`src/rtl/tail_light_monitor.sv`:
```
// Passive checker for the tail-light lamp bus: classifies each side, recovers
// the switch mode and flags illegal lamp transitions, with one-cycle latency.
module tail_light_monitor #(
  parameter int unsigned ERR_CNT_W = 8
) (
  input  logic                 CLK,
  input  logic                 RST,
  input  logic [7:0]           Q,
  output logic [2:0]           MODE,
  output logic                 VALID,
  output logic                 ERR,
  output logic [ERR_CNT_W-1:0] ERR_CNT
);

  localparam int unsigned NIB_W = 4;

  typedef enum logic [2:0] {
    CLS_PEND = 3'd0,
    CLS_OFF  = 3'd1,
    CLS_ON   = 3'd2,
    CLS_SEQ  = 3'd3,
    CLS_BAD  = 3'd4
  } cls_e;

  logic [7:0] prev_q;
  cls_e       l_cls, r_cls;
  cls_e       l_nxt, r_nxt;
  logic [2:0] mode_d;
  logic       valid_d;
  logic       err_d;

  // Left lamps fill from bit 0 upward, right lamps from bit 3 downward.
  function automatic logic legal_step(input logic left, input logic [NIB_W-1:0] p,
                                      input logic [NIB_W-1:0] c);
    logic ok;
    ok = 1'b0;
    if (left) begin
      if (p == 4'h0 || p == 4'h1 || p == 4'h3 || p == 4'h7)
        ok = (c == {p[2:0], 1'b1});
    end else begin
      if (p == 4'h0 || p == 4'h8 || p == 4'hC || p == 4'hE)
        ok = (c == {1'b1, p[3:1]});
    end
    return ok;
  endfunction

  function automatic cls_e next_class(input logic left, input logic [NIB_W-1:0] p,
                                      input logic [NIB_W-1:0] c, input cls_e cur);
    cls_e n;
    if (p == 4'h0 && c == 4'h0)                    n = CLS_OFF;
    else if (p == 4'hF && c == 4'hF)               n = CLS_ON;
    else if (legal_step(left, p, c))               n = CLS_SEQ;
    else if (p == 4'hF && c == 4'h0 && cur == CLS_SEQ) n = CLS_SEQ;
    else if (c == 4'h0)                            n = CLS_PEND;
    else if (p == 4'h0 && c == 4'hF)               n = CLS_PEND;
    else                                           n = CLS_BAD;
    return n;
  endfunction

  // State and output registers
  always_ff @(posedge CLK or posedge RST) begin
    if (RST) begin
      prev_q  <= 8'h00;
      l_cls   <= CLS_PEND;
      r_cls   <= CLS_PEND;
      MODE    <= 3'd0;
      VALID   <= 1'b0;
      ERR     <= 1'b0;
      ERR_CNT <= '0;
    end else begin
      prev_q <= Q;
      l_cls  <= l_nxt;
      r_cls  <= r_nxt;
      MODE   <= mode_d;
      VALID  <= valid_d;
      ERR    <= err_d;
      if (err_d && ERR_CNT != {ERR_CNT_W{1'b1}})
        ERR_CNT <= ERR_CNT + ERR_CNT_W'(1);
    end
  end

  // Next-state: per-side classification of the current sample
  always_comb begin
    l_nxt = next_class(1'b1, prev_q[7:4], Q[7:4], l_cls);
    r_nxt = next_class(1'b0, prev_q[3:0], Q[3:0], r_cls);
  end

  // Output decode from the freshly computed classes
  always_comb begin
    logic       combo_ok;
    logic       combo_fault;
    logic       phase_fault;
    logic [2:0] dec;
    combo_ok    = 1'b0;
    combo_fault = 1'b0;
    dec         = 3'd0;
    mode_d      = MODE;
    phase_fault = (l_nxt == CLS_SEQ) && (r_nxt == CLS_SEQ) &&
                  (Q[7:4] != {Q[0], Q[1], Q[2], Q[3]});
    case ({l_nxt, r_nxt})
      {CLS_OFF, CLS_OFF}: begin combo_ok = 1'b1; dec = 3'd0; end
      {CLS_OFF, CLS_SEQ}: begin combo_ok = 1'b1; dec = 3'd1; end
      {CLS_SEQ, CLS_OFF}: begin combo_ok = 1'b1; dec = 3'd2; end
      {CLS_SEQ, CLS_SEQ}: begin combo_ok = 1'b1; dec = 3'd3; end
      {CLS_ON,  CLS_ON }: begin combo_ok = 1'b1; dec = 3'd4; end
      {CLS_ON,  CLS_SEQ}: begin combo_ok = 1'b1; dec = 3'd5; end
      {CLS_SEQ, CLS_ON }: begin combo_ok = 1'b1; dec = 3'd6; end
      {CLS_OFF, CLS_ON }: combo_fault = 1'b1;
      {CLS_ON,  CLS_OFF}: combo_fault = 1'b1;
      default: ;
    endcase
    err_d   = (l_nxt == CLS_BAD) || (r_nxt == CLS_BAD) || combo_fault || phase_fault;
    valid_d = combo_ok && !phase_fault;
    if (valid_d)
      mode_d = dec;
  end

endmodule
```
`config.mk`:
```
export PLATFORM = sky130hd
export DESIGN_NAME = tail_light_monitor
export DESIGN_NICKNAME = d
export VERILOG_FILES = /design/src/rtl/tail_light_monitor.sv
export SDC_FILE = /design/constraint.sdc
export NUM_CORES = 1
export LEC_CHECK = 0
export CAP_MARGIN = 20
export CORE_UTILIZATION = 52
export CTS_CLUSTER_DIAMETER = 100
export DETAILED_ROUTE_END_ITERATION = 7
export GPL_TIMING_DRIVEN = 0
export PLACE_DENSITY = 0.78
export SKIP_LAST_GASP = 1
export SLEW_MARGIN = 15
export SYNTH_ARGS = -nofsm -noshare
export SYNTH_HDL_FRONTEND = slang
export SYNTH_SLANG_ARGS = --single-unit
```
`constraint.sdc`:
```
create_clock -name CLK -period 2.7 [get_ports CLK]
set_input_delay 0.81 -clock CLK [delete_from_list [all_inputs] [get_ports CLK]]
set_output_delay 0.81 -clock CLK [all_outputs]
set_load 0.02 [all_outputs]
```
# Word level (Yosys, flattened, before mapping)
# Index checks and enable logic that the tools add are counted.
[word_totals]
output_inout_bits = 13
in_bits = 10
reg_bits = 27
[op_classes]
eq_ne = 29
addsub = 1
reduce_logical = 30
mux = 21
[op_table]
columns = ["cell", "count"]
rows = [
  ["== test 6 x 5 -> 1 bit (second input constant)", 6],
  ["two-way mux 3 bit", 12],
  ["== test 4 bit (second input constant)", 7],
  ["== test 6 x 4 -> 1 bit (second input constant)", 3],
  ["one-hot mux 3 bit (6 select lines)", 1],
  ["logical NOT 4 bit", 4],
  ["logical AND 1 bit", 14],
  ["== test 3 x 2 -> 1 bit (second input constant)", 4],
  ["logical OR 1 bit", 9],
  ["adder 8 x 1 -> 8 bit (second input constant)", 1],
  ["== test 4 bit", 2],
  ["two-way mux 1 bit", 8],
  ["inequality test 8 bit (second input constant)", 1],
  ["OR reduction 7 bit", 1],
  ["== test 3 bit (second input constant)", 2],
  ["== test 4 x 1 -> 1 bit (second input constant)", 1],
  ["== test 4 x 2 -> 1 bit (second input constant)", 1],
  ["== test 4 x 3 -> 1 bit (second input constant)", 1],
  ["inequality test 4 bit", 1],
  ["OR reduction 2 bit", 1],
  ["logical NOT 1 bit", 1],
]

# Longest topological paths before layout
# Gate-level depths: netlist of the first run.
[logic_depth]
depth_word = 16
mapped_depth = 8

# Worst setup path before layout of the first run
# Ideal clock, no wire load.
[synth_path]
kind = "input to register"
start = "input port Q[0]"
end = "register ERR_CNT[7]"
slack_ns = 0.089
stages = 7
path_buffers = 0
required_ns = 2.575
arrival_time_ns = 2.486
setup_ns = 0.125
cell_sequence = "nor4_1 > nand2_1 > nor3_1 > a31oi_1 > and4bb_4 > nor4bb_2 > mux2_2"
[synth_between]
elab_chain_len = 14
elab_cells_between_ends = 30
[synth_lines]
columns = ["item", "line", "rtl"]
rows = [
  ["start, declared", "8", "input logic [7:0] Q,"],
  ["== test 4 bit", "51, 55", ""],
  ["logical AND 1 bit", "55", "else if (p == 4'h0 && c == 4'hF) n = CLS_PEND;"],
  ["two-way mux 3 bit", "55", ""],
  ["two-way mux 3 bit", "54", "else if (c == 4'h0) n = CLS_PEND;"],
  ["two-way mux 3 bit", "53", "else if (p == 4'hF && c == 4'h0 && cur == CLS_SEQ) n = CLS_SEQ;"],
  ["two-way mux 3 bit", "52", "else if (legal_step(left, p, c)) n = CLS_SEQ;"],
  ["two-way mux 3 bit", "51", "else if (p == 4'hF && c == 4'hF) n = CLS_ON;"],
  ["two-way mux 3 bit", "50", "if (p == 4'h0 && c == 4'h0) n = CLS_OFF;"],
  ["== test 6 x 5 -> 1 bit / == test 6 x 4 -> 1 bit (equally long branches)", "100", "case ({l_nxt, r_nxt})"],
  ["OR reduction 2 bit (no source line)", "--", ""],
  ["two-way mux 1 bit", "100", ""],
  ["logical OR 1 bit", "112", "err_d = (l_nxt == CLS_BAD) || (r_nxt == CLS_BAD) || combo_fault || phase_fault;"],
  ["logical OR 1 bit (*)", "112", ""],
  ["logical AND 1 bit (*)", "77", "if (err_d && ERR_CNT != {ERR_CNT_W{1'b1}})"],
  ["end signal, assigned", "78", "ERR_CNT <= ERR_CNT + ERR_CNT_W'(1);"],
  ["end, declared", "12", "output logic [ERR_CNT_W-1:0] ERR_CNT"],
]
# Mark *: on every way between the ends. The rest lies on a longest branch, timed or not. The select of a mux whose other input is x is not followed.
# A chain may end at the register's enable or synchronous reset.

# Final worst setup path of the first run
[layout_path]
start = "input port Q[7]"
end = "register ERR_CNT[7]"
# The elaborated chain is that of the path after synthesis.

==> flow_results.org, run 1 <==
** Outcome
- Outcome :: finished, final reports clean

** STA
- Worst Hold Margin :: 509 ps
- In this run the tightest slew margin relative to its limit is 0.638.
- For the pin with the worst max-slew slack, the measured transition is 538 ps.
- Number of pins exceeding their max-slew limit in the final report :: 0
- For this run, the top clock speed supported by timing is 0.382 GHz.
- Final setup TNS :: 0 ps
- In the finished design, the share of the clock period the worst path needs comes to 0.970.
- The final number of hold-violating endpoints was 0.
- On the final layout, the worst clock skew is 5.15 ps.
- Setup violations remaining at the end of the flow were counted as 0.
- Post-route minimum period :: 2620 ps

** Synthesis
- Post-synthesis register bit count :: 27
- The Yosys step of the flow raised 0 warnings.
- Synthesized Nets :: 145
- For this run, the register share of the synthesized area comes to 0.483.
- Yosys cell types :: 47
- Fraction of registers with async set or reset after synthesis :: 1.00
- After synthesis, the mean cell area works out to 10.4 µm².
- The synthesized design contains 0 enable-type register cells.
- Synth Instances :: 134
- Synth Flop Type :: dfrtp_1
- In this run the cell area of the synthesized design comes to 0.00140 mm².

** Place
- Post-DP HPWL :: 2060 µm
- IO Port Bufs :: 22
- After detailed placement, the total cell area comes to 0.00166 mm².
- The congestion estimate from routability-driven global placement came to 0.778.

** Cells and area
- Share of layout cells above drive strength 1 :: 0.199
- Antenna diode instance count :: 0
- Total of fill cells in the finished design :: 191
- The multi-input combinational cells in the finished layout cover a total of 742 µm².
- For this run, the post-layout net count is 178.
- Core utilization of the finished layout :: 0.714
- Area growth, synth to finish :: 27.8%
- After routing the design area is 0.00179 mm².
- Area used by sequential logic in the layout :: 676 µm²

** Power and ir drop
- Leakage Power :: 0.762 nW
- Overall power consumption after layout is estimated at 0.00118 W.
- IR analysis of the VDD net gives a maximum drop of 640 µV.
- Power per standard cell area :: 660 mW/mm²

** Critical path
- At the worst endpoint, the arrival time is 2860 ps.
- The worst register-to-register path ends at ERR_CNT[7].
- Crit-path slowest cell :: a211oi_4
- The startpoint identified for the worst register-to-register timing path is prev_q[5].
- Traced cell by cell, the critical path runs through clkdlybuf4s15_2 > and3_1 > o211ai_2 > a211oi_4 > o211ai_1 > and4bb_4 > nor4bb_4 > mux2_2.
- The critical path is of the in -> reg type.
- Crit path launch type :: input port
- Reg2reg setup slack :: 290 ps
- Worst endpoint required time :: 2940 ps
- Maximum fanout along the worst path :: 8
- The worst setup path is captured at a flop.
- FF-to-FF path depth :: 7
- Delay of the slowest cell on the worst path :: 380 ps

** GRT
- Pin count of the biggest net entering global routing :: 28
- Via count of the first global-routing pass :: 1090
- Total routing usage reported by global routing :: 0.234
- Wire length of the first global-routing pass :: 4750 µm
- The total overflow left after global routing is 0.
- The number of antenna violations at the first check in global routing came to 0.

** Drt
- Total via count in the routed design :: 1113
- Number of vias per cell after detailed routing :: 5.68
- DR pass1 iterations :: 4
- In this run the remaining antenna-violating nets after routing total 0.
- Dividing the detail-routed wire length by the instance count gives 15.1 µm.
- The detailed router finished its first iteration with 11 violations.
- Wire length reported by the detailed router :: 2950 µm
- After detailed routing, the number of remaining DRC violations is 0.

** CTS
- No sink is reached through more buffers than the 2 on the longest clock path.
- Buffer cell driving the clock tree root :: clkbuf_4
- H-tree depth :: 1
- Buffers inserted during clock tree synthesis total 3.
- Worst-Skew Late Latency :: 340 ps
- After clock tree synthesis, the clock-pin slew on the worst setup and hold paths is 150 ps.
- CTS tree :: yes
- The tree built by TritonCTS fans out to 27 sinks.

** Floorplanning
- The die covers 0.00290 mm².
- Floorplan Core Area :: 0.00250 mm²
- Effective utilization at floorplan :: 0.559
- Die extent in y :: 53.8 µm
- Top-level I/O count :: 23
- In this run the horizontal extent of the chip is 53.8 µm.
- Row cnt :: 18

** Min path
- The path with the worst hold slack has its endpoint at ERR_CNT[5].
- Hold/Removal Path Class :: reg -> reg
- Number of cells traversed by the worst hold path :: 1
- Startpoint of the worst hold path :: ERR_CNT[5]

** Run
- Across the run, the number of max-cap violations was 0.
==> critical path: cells and delay by family <==
family	cells	cell delay, ps
simple gates	3	740
mux	1	360
buf+inv	1	280
compound gates	3	660
==> power breakdown <==
group | internal (W) | total, W | switching, W | leakage (nW)
Sequential | 0.000476 | 0.000550 | 0.0000743 | 0.319
Combinational | 0.000226 | 0.000447 | 0.000221 | 0.429
Clock | 0.0000569 | 0.000183 | 0.000126 | 0.0139
Total | 0.000758 | 0.00118 | 0.000421 | 0.762
==> registers in the layout, summed over array words and instances (netlist names) <==
name	cells
ERR	1
ERR_CNT	8
MODE	3
VALID	1
l_cls	3
prev_q	8
r_cls	3
==> how the worst max path moves through the flow <==
| stage | cells after the start | startpoint | slack (ps) | end |
|---|---|---|---|---|
| after floorplan | 7 | Q[0] | 90 | ERR_CNT[7] |
| after global placement | 8 | Q[0] | -660 | ERR_CNT[7] |
| after detailed placement | 8 | Q[0] | -730 | ERR_CNT[7] |
| after CTS | 8 | Q[5] | 40 | ERR_CNT[7] |
| after global routing | 8 | Q[1] | -20 | ERR_CNT[7] |
| final | 8 | Q[7] | 80 | ERR_CNT[7] |
==> metal layers <==
metal,wire [µm],global-route usage,vias to the layer above
li1,-,-,552
met1,1300,0.271,531
met2,1490,0.412,23
met3,112,0.0678,7
met4,50,0.0746,0
met5,0,0,-
==> synth_stat cells, types with 2 or more instances <==
cell type / instances / share of area
nand4_1: 5 / 0.022
nor2b_1: 2 / 0.0090
nor3_1: 5 / 0.018
a21oi_1: 9 / 0.032
and3_1: 2 / 0.0090
xor2_1: 6 / 0.038
inv_1: 6 / 0.016
xnor2_1: 5 / 0.031
nor3_2: 2 / 0.014
nand2_1: 10 / 0.027
nand2b_1: 3 / 0.013
dfrtp_1: 27 / 0.48
nor4_1: 4 / 0.018
nor2_1: 10 / 0.027
nand3_1: 2 / 0.0072
o21ai_0: 5 / 0.018
==> cells by family (layout without fill, tap and decap cells) <==
family,Yosys count,count (layout),synth area share
muxes,3,3,0.0260
AOI/OAI and AO/OA,25,25,0.125
buffers and inverters,8,40,0.0233
and+or+nand+nor,59,59,0.264
DFF,27,27,0.483
xor gates and xnor gates,11,11,0.0689
adders and majority gates,1,1,0.00895
==> layout make-up <==
cell class              instances  area share
multi-input cells              99       0.416
flip-flops and latches         27       0.378
repair buffers                 28       0.150
well taps                      30      0.0210
inverters                       7      0.0161
clock buffers                   3      0.0126
clock inverters                 1     0.00420
plain buffers                   1     0.00210
==> layout by cell type (no fill, tap or decap), drive strengths merged, types with 3 or more instances in the layout <==
master,netlist,layout
clkbuf,1,7
xor2,6,6
xnor2,5,5
buf,0,6
inv,7,7
o21ai,5,5
nand4,5,5
nor2,10,10
and2,3,3
nand2b,3,3
a21oi,9,9
dfrtp,27,27
clkdlybuf4s50,0,14
nand2,10,10
dlygate4sd2,0,3
nor3,7,7
nor4,5,5
==> what timing repair did <==
item | CTS | global route
gates resized for setup | 13 | 12
pin swaps | 3 | 2
setup endpoints to repair | 11 | 1
buffers inserted | 2 | 3
hold buffers | 0 | 0
==> stage by stage <==
step / setup WS, ps / cells
5_1_grt: -15.4 / 196
2_1_floorplan: 88.9 / 134
3_3_place_gp: -664 / 186
4_1_cts: 43.8 / 192
3_5_place_dp: -732 / 186
6_report: 81.7 / 196
No activity file was read; power rests on OpenSTA's default activity.
==> inputs of run 2 (changes only) <==
--- a/config.mk
+++ b/config.mk
@@ -6,11 +6,10 @@
 export NUM_CORES = 1
 export LEC_CHECK = 0
 export CAP_MARGIN = 20
-export CORE_UTILIZATION = 52
+export CORE_UTILIZATION = 25
 export CTS_CLUSTER_DIAMETER = 100
 export DETAILED_ROUTE_END_ITERATION = 7
 export GPL_TIMING_DRIVEN = 0
-export PLACE_DENSITY = 0.78
 export SKIP_LAST_GASP = 1
 export SLEW_MARGIN = 15
 export SYNTH_ARGS = -nofsm -noshare
==> flow_results.org, run 2 (same netlist as run 1, synthesis figures left out) <==
** CTS
- The deepest level of the CTS H-tree is 1 (unchanged).
- Number of buffers inserted during clock tree synthesis :: 3 (unchanged)
- Clock tree buffer depth :: 2 (unchanged)
- TritonCTS built the clock tree.
- The tree is rooted in a clkbuf_8.
- Number of hold-repair buffers added at the cts stage :: 0 (unchanged)
- Worst-Skew Late Latency :: 270 ps (-70 ps)
- # clock sinks :: 27 (unchanged)
- Clock transition at path regs :: 90 ps (-60 ps)

** Drt
- The detailed-routed wire length on met2 is 1360 µm (-8.8%).
- DR pass1 iterations :: 4 (unchanged)
- Number of vias per cell after detailed routing :: 4.61 (-19%)
- Wl on met1 :: 1340 µm (+3.0%)
- Wire length reported by the detailed router :: 2810 µm (-4.9%)
- The antenna violation net count after detailed routing came to 0 (unchanged).
- The wire length on met3 was 92 µm (-18%).
- The total number of vias came to 1088 (-2.2%).
- The highest layer touched by signal routing is met4.
- DRC Markers :: 0 (unchanged)
- Average wire length per cell after detail routing :: 11.9 µm (-21%)
- The initial detailed-routing violation count was 42 (+31).

** Power and ir drop
- Combinational group share of total power :: 0.360 (-0.019)
- Power share of the sequential group :: 0.456 (-0.010)
- The total leakage power came to 0.764 nW (+0.22%).
- Internal Dissipation :: 0.000803 W (+6.0%)
- The total net switching power came to 0.000416 W (-1.3%).
- Clock power share :: 0.184 (+0.029)
- Proportion of total power due to net switching :: 0.341 (-0.0161)
- The power per standard cell area came to 667 mW/mm² (+0.97%).
- Peak VDD IR :: 509 µV (-20%)

** Cells and area
- The post-route non-filler standard cell count came to 236 (+20%).
- The number of antenna repair diodes is 0 (unchanged).
- The area of the multi-input gates came to 749 µm² (+1.0%).
- Leaving out fill and tap cells, the most frequent cell in the layout is dfrtp_1.
- Post-layout net count :: 178 (unchanged)
- Area growth, synth to finish :: 30.8%
- The flip-flop and latch area was 676 µm² (unchanged).
- The number of fillers in the final layout was 528 (+180%).
- The layout cell share with drive strength beyond 1 is 0.217 (+0.0181).
- The largest registers in the layout are ERR_CNT: 8 flops, prev_q: 8 flops.
- The fraction of the core area covered by cells at the end of the flow came to 0.349 (-0.365).
- Leaving out fill and tap cells, the most frequent cells in the layout are dfrtp_1 (27), clkdlybuf4s50_1 (14), nor2_1 (10).

** GRT
- The number of antenna violations at the first check in global routing is 0 (unchanged).
- Total routing usage reported by global routing :: 0.0968 (-0.137)
- The first-pass GRT wire length is 4690 µm (-1.3%).
- The pin count of the biggest net entering global routing is 28 (unchanged).
- The remaining global-route overflow is 0 (unchanged).
- The number of global-route vias before repair came to 1078 (-1.1%).

** STA
- The final critical path time including I/O delays and setup is 2540 ps (-74.2 ps).
- Fin. Hold Viols :: 0 (unchanged)
- Top achievable clock speed :: 0.393 GHz (+2.9%)
- The share of the clock period used by the worst path was 0.942 (-0.0275).
- Number of setup violations in the final report :: 0 (unchanged)
- Number of pins exceeding their max-slew limit in the final report :: 0 (unchanged)
- Slew at the pin closest to its max-slew limit :: 627 ps (+88.7 ps)
- The tightest hold margin was 500 ps (-8.67 ps).
- The headroom to the max-slew limit came to 0.582 (-0.0563).
- The setup TNS after final layout came to 0 ps (unchanged).
- Setup Skew :: 6.67 ps (+1.52 ps)

** Critical path
- The arrival time of data at the critical path endpoint is 2710 ps (-150 ps).
- Critical path cell sequence :: clkdlybuf4s15_1 > nand4_1 > or2_2 > inv_1 > a31oi_1 > and4bb_4 > nor4bb_4 > mux2_2
- The largest driver fanout on the critical path was 5 (-3).
- STA classifies the critical path startpoint as an input port.
- In this design, the largest share of critical-path delay is due to simple AND/OR/NAND/NOR gates.
- STA classifies the critical path endpoint as a flop.
- In this run the worst setup path begins at Q[0].
- Reg2reg setup slack :: 270 ps (-20 ps)
- Delay of the slowest cell on the worst path :: 370 ps (about the same)
- For this design, the slowest cell found on the critical path is or2_2.
- Worst endpoint required time :: 2870 ps (-70 ps)
- The critical path is of the in -> reg type.
- The buffers plus inverters on the worst setup path is 2 (+1).
- The startpoint identified for the worst register-to-register timing path is prev_q[5].

** Floorplanning
- Chip Width :: 76.8 µm (+43%)
- Floorplan Core Area :: 0.00524 mm² (+110%)
- The effective utilization at floorplan is 0.267 (-0.292).
- The number of placed I/O pins came to 23 (unchanged).
- Row cnt :: 26 (+8)
- Total Die Area :: 0.00589 mm² (+100%)
- The vertical extent of the die is 76.8 µm (+43%).

** Place
- The placer's final routability congestion estimate was 0.770 (-1.1%).
- Post-DP HPWL :: 2020 µm (-1.8%)
- IO Port Bufs :: 22 (unchanged)
- Number of placed cells counting well taps :: 226 (+22%)

** Outcome
- Outcome :: finished, final reports clean

** Min path
- Hold/Removal Path Class :: reg -> reg
- In this run the most critical hold path is launched from MODE[0].

** Run
- Max cap viols :: 0 (unchanged)
run 2: path summary, 6_finish.rpt:
check | endpoint | depth (start not counted)
worst min-delay path | MODE[0] | 1
min in group asynchronous | MODE[2] | 2
max in group asynchronous | ERR_CNT[4] | 3
worst max register to register | ERR_CNT[7] | 7
worst min register to register | MODE[0] | 1
worst max-delay path | ERR_CNT[7] | 8
run 2: through the flow:
step | cell area (µm²) | total power, W | setup WS, ps
6_report | 1830 | 0.00122 | 156
4_1_cts | 1790 | 0.00121 | 0.903
3_3_place_gp | 1710 | 0.000979 | -701
2_1_floorplan | 1400 | 0.000798 | 88.9
3_5_place_dp | 1710 | 0.000982 | -683
5_1_grt | 1830 | 0.00130 | -1.69
run 2: worst register-to-register path, cell delays in order, from the launching register on:
cell,delay [ps]
dfrtp_1,460
nor4_2,440
a21oi_1,170
nor3b_4,250
o211ai_1,110
and4bb_4,260
nor4bb_4,290
mux2_2,350
run 2: repair_timing:
| item | in CTS | in global routing |
|---|---|---|
| buffers inserted | 2 | 3 |
| endpoints found under the setup margin | 11 | 1 |
| gates resized for setup | 15 | 19 |
| pin swaps | 2 | 5 |
run 2: layout make-up:
cell class	instances	area share
multi-input cells	99	0.410
flip-flops and latches	27	0.370
repair buffers	28	0.130
plain buffers	1	0.00205
inverters	7	0.0157
well taps	70	0.0479
clock buffers	4	0.0246
run 2: metal layers:
layer | vias up | GRT usage
li1 | 546 | -
met1 | 522 | 0.121
met2 | 18 | 0.163
met3 | 2 | 0.0262
met4 | 0 | 0.0269
met5 | - | 0
run 2: power groups by stage:
stage / clock network, W / logic (W) / registers [W]
finish: 0.000225 / 0.000439 / 0.000556
global route: 0.000256 / 0.000480 / 0.000566
CTS: 0.000234 / 0.000428 / 0.000553
detailed placement: 0 / 0.000428 / 0.000554
global placement: 0 / 0.000419 / 0.000560
floorplan: 0 / 0.000177 / 0.000621
